[config.mk]
export PLATFORM = sky130hd
export DESIGN_NAME = static_sequence_detector
export DESIGN_NICKNAME = d
export VERILOG_FILES = /design/src/rtl/static_sequence_detector_pkg.sv /design/src/rtl/static_sequence_detector_alarm_timer.sv /design/src/rtl/static_sequence_detector.sv
export SDC_FILE = /design/constraint.sdc
export NUM_CORES = 1
export LEC_CHECK = 0
export ABC_AREA = 1
export BUFFER_PORTS_ARGS = -buffer_cell sky130_fd_sc_hd__buf_2
export CAP_MARGIN = 20
export CORE_MARGIN = 1
export CORE_UTILIZATION = 50
export DETAILED_ROUTE_END_ITERATION = 10
export MAX_ROUTING_LAYER = met4
export PLACE_DENSITY = 0.78
export SLEW_MARGIN = 20
export SYNTH_ARGS = -nofsm -noshare
export SYNTH_HDL_FRONTEND = slang
export SYNTH_SLANG_ARGS = --single-unit
export TNS_END_PERCENT = 100
[constraint.sdc]
create_clock -name clk -period 3.1 [get_ports clk]
set_input_delay 0.465 -clock clk [delete_from_list [all_inputs] [get_ports clk]]
set_output_delay 0.465 -clock clk [all_outputs]
set_load 0.01 [all_outputs]
[src/rtl/static_sequence_detector_pkg.sv]
// static_sequence_detector_pkg: shared state encoding and pattern/alarm constants for the sequence path
package static_sequence_detector_pkg;
  typedef enum logic [1:0] {S_FILL, S_RUN, S_ALARM} state_e;
  localparam logic [7:0] DEFAULT_PATTERN = 8'b10111000;
  localparam int TICK_1S = 100_000_000;
  localparam int BUZZ_CYCLES_DEFAULT = TICK_1S;
endpackage

[src/rtl/static_sequence_detector_alarm_timer.sv]
// static_sequence_detector_alarm_timer: loadable down-counter; busy_o stays high load_val_i+1 cycles
module static_sequence_detector_alarm_timer #(
  parameter int W = 27
) (
  input  logic         clk,
  input  logic         rst_n,
  input  logic         clr_i,
  input  logic         load_i,
  input  logic [W-1:0] load_val_i,
  output logic         busy_o,
  output logic         done_o
);
  logic         busy_q, busy_d;
  logic [W-1:0] cnt_q, cnt_d;
  always_comb begin
    done_o = busy_q && cnt_q == '0;
    busy_d = clr_i ? 1'b0 : load_i ? 1'b1 : done_o ? 1'b0 : busy_q;
    cnt_d  = clr_i ? '0 : load_i ? load_val_i : (busy_q && !done_o) ? cnt_q - 1'b1 : cnt_q;
  end
  always_ff @(posedge clk or negedge rst_n) begin
    if (!rst_n) begin
      busy_q <= 1'b0;
      cnt_q  <= '0;
    end else begin
      busy_q <= busy_d;
      cnt_q  <= cnt_d;
    end
  end
  assign busy_o = busy_q;
endmodule

[src/rtl/static_sequence_detector.sv]
// static_sequence_detector: serial pattern detector with detect pulse, wrapping count, LED history and timed buzzer
module static_sequence_detector
  import static_sequence_detector_pkg::*;
#(
  parameter int         PAT_LEN     = 8,
  parameter logic [7:0] PATTERN     = DEFAULT_PATTERN,
  parameter bit         OVERLAP     = 1'b1,
  parameter int         BUZZ_CYCLES = BUZZ_CYCLES_DEFAULT
) (
  input  logic       clk,
  input  logic       rst_n,
  input  logic       clr,
  input  logic       bit_valid,
  input  logic       bit_in,
  output logic [7:0] led,
  output logic       det_pulse,
  output logic [3:0] det_cnt,
  output logic       buzzer
);
  localparam int         CW   = BUZZ_CYCLES > 1 ? $clog2(BUZZ_CYCLES) : 1;
  localparam logic [3:0] FULL = 4'(PAT_LEN);
  state_e     state_q, state_d;
  logic [7:0] shreg_q, shreg_d;
  logic [3:0] bits_seen_q, bits_seen_d, seen_inc;
  logic [3:0] det_cnt_q, det_cnt_d;
  logic       det_pulse_q, det_pulse_d;
  logic       match, tmr_load, tmr_done;
  // bits_seen gates the compare so reset zeros never match an all-zero pattern
  always_comb begin
    shreg_d     = clr ? '0 : bit_valid ? {shreg_q[6:0], bit_in} : shreg_q;
    seen_inc    = bits_seen_q == FULL ? FULL : bits_seen_q + 4'd1;
    match       = bit_valid && !clr && seen_inc == FULL &&
                  shreg_d[PAT_LEN-1:0] == PATTERN[PAT_LEN-1:0];
    bits_seen_d = clr ? '0 : !bit_valid ? bits_seen_q : (match && !OVERLAP) ? '0 : seen_inc;
  end
  always_ff @(posedge clk or negedge rst_n) begin
    if (!rst_n) state_q <= S_FILL;
    else        state_q <= state_d;
  end
  always_comb begin
    state_d = clr ? S_FILL :
              match ? S_ALARM :
              (state_q == S_ALARM && !tmr_done) ? S_ALARM :
              bits_seen_d == FULL ? S_RUN : S_FILL;
  end
  always_comb begin
    tmr_load    = match;
    det_pulse_d = match;
    det_cnt_d   = clr ? '0 : match ? det_cnt_q + 4'd1 : det_cnt_q;
  end
  always_ff @(posedge clk or negedge rst_n) begin
    if (!rst_n) begin
      shreg_q     <= '0;
      bits_seen_q <= '0;
      det_cnt_q   <= '0;
      det_pulse_q <= 1'b0;
    end else begin
      shreg_q     <= shreg_d;
      bits_seen_q <= bits_seen_d;
      det_cnt_q   <= det_cnt_d;
      det_pulse_q <= det_pulse_d;
    end
  end
  static_sequence_detector_alarm_timer #(.W(CW)) u_timer (
    .clk       (clk),
    .rst_n     (rst_n),
    .clr_i     (clr),
    .load_i    (tmr_load),
    .load_val_i(CW'(BUZZ_CYCLES - 1)),
    .busy_o    (buzzer),
    .done_o    (tmr_done)
  );
  assign led       = shreg_q;
  assign det_pulse = det_pulse_q;
  assign det_cnt   = det_cnt_q;
endmodule

# Yosys cells after proc, flatten, opt, wreduce, memory -nomap -nowiden
# Index checks and enable logic that the tools add are counted.
dict set report totals {
  regBits 45
  output_inout_bits 14
  word_cells 37
}
dict set report classes {
  add_sub_neg 3
  eq_ne 3
  n_mux 13
  n_reduce_logical 12
}
# op n
set ops {}
lappend ops {{$mux 27} 3}
lappend ops {{$logic_not 27->1} 1}
lappend ops {{$sub 27x1->27 const B} 1}
lappend ops {{$mux 4} 5}
lappend ops {{$mux 8} 2}
lappend ops {{$add 4x1->4 const B} 2}
lappend ops {{$eq 4x4->1 const B} 2}
lappend ops {{$eq 8x8->1 const B} 1}
lappend ops {{$reduce_bool 3->1} 2}
lappend ops {{$logic_and 1x1->1} 5}
lappend ops {{$reduce_bool 2->1} 2}
lappend ops {{$mux 1} 3}
lappend ops {{$logic_not 1->1} 2}

# Longest topological paths before layout
dict set report logic_depth {
  depth_word 7
  mapped_depth 14
  depth_no_buf 13
}

# Hierarchy
# Synthesis repeated with hierarchy kept, for this count alone.
dict set report unflattened {
  cells_unflattened 511
  hier_area_um2 3223.1
}
# module instances cells_each area_per_inst_um2 seq_area_each_um2
set by_module_without_submodules {}
lappend by_module_without_submodules {static_sequence_detector_alarm_timer 1 359 2189.6 700.7}
lappend by_module_without_submodules {static_sequence_detector 1 152 1033.5 425.4}

# Least setup slack after synthesis
# No wires, ideal clock.
dict set report synth_path {
  path_type {register to register}
  startpoint {register u_timer.cnt_q[0]}
  endpoint {register u_timer.cnt_q[18]}
  t_arrival_ns 1.613
  path_slack_ns 1.368
  stages_incl_launch_ff 13
  path_buffers 1
  cell_sequence {dfrtp_1 > inv_1 > ha_1 > nand2_1 > nor2_4 > nand2_1 > inv_1 > nand2_2 > nand3_1 > nand2_1 > buf_2 > nand2_1 > nand2_1}
}
dict set report synth_via {
  elab_chain_len 5
  elab_cells_between_ends 9
}
# element line
set synth_lines {}
lappend synth_lines {{start, declared} static_sequence_detector_alarm_timer.sv:14} ;# logic [W-1:0] cnt_q, cnt_d;
lappend synth_lines {{start signal, assigned} static_sequence_detector_alarm_timer.sv:26} ;# cnt_q <= cnt_d;
lappend synth_lines {{parallel branches: the longest is 5 deep, another holds $sub 27x1->27} -}
# Parallel ways; which one is timed is not known. The select of a mux whose other input is x is not followed.
# A chain may end at the register's enable or synchronous reset.

# Final worst setup path
dict set report layout_path {
  startpoint {register u_timer.cnt_q[0]}
  endpoint {register u_timer.cnt_q[24]}
}
# Same word-level chain as after synthesis.

==> impl_results.md <==
* Uppermost layer routed: met4
* Placed cell area at 3065 um2
* Total core area at 5608 um2
* Reg-to-Reg Start: u_timer.cnt_q[0]
* Setup Viol. Count Final at 0
* Status: complete, no violations
* Setup slack, reg-to-reg at 820 ps
* # port buffers at 18
* WL met2 at 3156 um
* Largest net degree at the start of global routing at 46
* Overflow left after global routing at 0
* # Post-CTS Setup Buffers at 0
* CTS buffer count at 5
* Fin area at 3188 um2
* Routability cong. at 0.9333
* Syn. warnings at 0
* Initial DRC count at 196
* Area grow syn2layout at 7.556%
* Relative slew slack at 55.40%
* PostCTS Resize Cnt at 0
* I/O pin count at 19
* Fin crit share at 73.45%
* Synth Flop Type: dfrtp_1
* Total track usage at 25.22%
* CTS tree: done
* Synth top area share at 37.99%
* Synthesized area at 2964 um2
* Vias/cell at 5.298
* Register area share after synthesis at 37.99%
* Final Hold Viols at 0
* Skew final at 6.051 ps
* # diodes at 0
* Peak VDD IR at 0.0002465 V
* Post-synth EDFFs at 0
* CTS H-Tree Depth at 2
* Initial core utilization at 52.86%
* DR vias at 2845
* Final number of max-transition violations at 0
* Detailed Routing Iterations Pass 1 at 5
* Die H at 79.00 um
* Average wire per standard cell at 12.77 um
* Post-Route WL at 6858 um
* Post-synthesis cell count at 450
* Dpl hpwl at 4823 um
* Clk slew on worst S/H paths at 90 ps
* Post-route setup TNS at 0 ps
* Maximum Capacitance Violations at 0
* RSZ-0062 raised after global routing: false
* Clock Tree Root: clkbuf_8
* Worst reg2reg path depth at 11
* Post-synth top cells: nand2_1, nor2_1, inv_1, dfrtp_1, nand3_1
* Die area at 6240 um2
* CTS max path bufs at 2
* Setup CP Type: reg -> reg
* FP Rows at 27
* Clock Sink Count at 45
* Netlist cell types at 25
* Final-stage net count at 473
* Total length of routed met3 wires at 317 um
* Reg2reg end: u_timer.cnt_q[24]
* Synthesized flop and latch total at 45
* First-pass GRT wire length at 12050 um
* WL met1 at 3276 um
* Worst setup SP type: flip-flop
* Total power at 0.001129 W
* Worst hold slack at 157.8 ps
* Hold-fix buffer count after cts at 0
* ANT nets after route at 0
* Worst path arrival time at 2470 ps
* Critical path required time at 3290 ps
* Initial antenna violation count at 0
* DRC at 0
* Dominant cell type by area after synthesis: dfrtp_1
* Die X at 79.00 um
* Crit-path max FO at 20
* Synth area leaders: dfrtp_1, nand2_1, nor2_1
* Leakage power at 1.894 nW
* Max Fclk at 0.4392 GHz
* Number of global-route vias before repair at 2596
* Top-count cell post-synth: nand2_1
* Async set-reset flop share out of synthesis at 100.0%
* Layout cells sized above 1 at 8.172%
* Post-Syn Nets at 459
* PwrDens at 354.0 nW/um2
* Worst Setup End Kind: flip-flop
* Hold Path Class: in -> async
* Synthesized area per cell at 6.587 um2
* Fin crit period at 2277 ps
* Worst-skew pair later-pin latency at 300 ps
* Slew @ Worst Pin at 667.4 ps
==> through the flow <==
step,worst slack [ps],util (%),instances
after global routing,517.0,56.85,537
after detailed placement,742.4,54.66,529
after floorplan,1368,-,450
after CTS,802.4,56.81,537
final,823.1,56.85,537
after global placement,756.3,54.66,529
==> layout make-up <==
class | instances | area (um2)
clock buffer | 6 | 82.58
clock inverter | 2 | 37.54
fill | 558 | 2420
inverter | 52 | 195.2
multi-input combinational | 340 | 1549
sequential | 45 | 1126
tap | 72 | 90.09
timing repair buffer | 20 | 107.6
==> worst max path at each step <==
stage / startpoint / endpoint / slack (ps) / cells past startpoint
after floorplan: u_timer.cnt_q[0] / u_timer.cnt_q[18] / 1370 / 12
after detailed placement: clr / u_timer.cnt_q[1] / 740 / 10
after CTS: u_timer.cnt_q[0] / u_timer.cnt_q[24] / 800 / 11
final: u_timer.cnt_q[0] / u_timer.cnt_q[24] / 820 / 11
after global placement: clr / u_timer.cnt_q[2] / 760 / 10
after global routing: u_timer.cnt_q[0] / u_timer.cnt_q[21] / 520 / 11
==> layout by cell type, fill, tap and decap left out <==
| master | synthesis | layout |
|---|---|---|
| a21oi_1 | 2 | 2 |
| nor2_1 | 68 | 68 |
| inv_1 | 51 | 51 |
| bufinv_16 | 0 | 1 |
| a21oi_2 | 1 | 1 |
| clkinvlp_4 | 0 | 1 |
| buf_4 | 3 | 3 |
| dfrtp_1 | 45 | 45 |
| inv_2 | 1 | 1 |
| xnor2_1 | 9 | 9 |
| nand4_1 | 29 | 29 |
| o21ai_0 | 3 | 3 |
| clkbuf_8 | 0 | 6 |
| o21bai_1 | 1 | 1 |
| nand2_2 | 3 | 3 |
| nor3_1 | 1 | 1 |
| ha_1 | 4 | 4 |
| nand2_4 | 1 | 1 |
| nand3_1 | 43 | 43 |
| buf_2 | 3 | 17 |
| nand2_1 | 166 | 166 |
| nor2_4 | 1 | 1 |
| nor2_2 | 3 | 3 |
| xor2_1 | 3 | 3 |
| o22ai_1 | 2 | 2 |
==> routing by layer <==
metal  vias to the layer above  track usage, %
li1                       1447               -
met4                         0           8.364
met2                        68           38.88
met1                      1319           34.17
met3                        11           3.678
met5                         -               -
==> registers in the layout, summed over array words and instances (netlist names) <==
register	flops
bits_seen_q	4
det_cnt	4
det_pulse	1
led	8
u_timer.busy_o	1
u_timer.cnt_q	27
==> power breakdown <==
part / total [W] / switching (W) / internal [W] / leakage [nW]
sequential: 0.000597 / 0.00000583 / 0.000591 / 0.626
clock: 0.000471 / 0.000209 / 0.000262 / 0.0574
combinational: 0.0000605 / 0.0000452 / 0.0000153 / 1.21
total: 0.00113 / 0.000260 / 0.000869 / 1.89
==> worst max-delay path, cell delays in order, from the launching register on <==
cell and delay, ps:
dfrtp_1 410, inv_1 100, ha_1 220, nand2_1 160, nor2_4 220, nand2_1 90
inv_1 70, nand2_2 110, nand3_1 100, nand2_1 400, nand2_1 210, nand2_1 70
==> cells by family after synthesis <==
kind of cell | count (synthesis) | synth area share [%]
buffers and inverters | 65 | 9.750
flip-flops | 45 | 37.99
adder cells (fa/ha/maj) | 4 | 1.689
XOR/XNOR | 12 | 3.546
AO/OA/AOI/OAI | 9 | 1.815
AND/OR/NAND/NOR | 315 | 45.21
No activity file was read; power rests on OpenSTA's default activity.
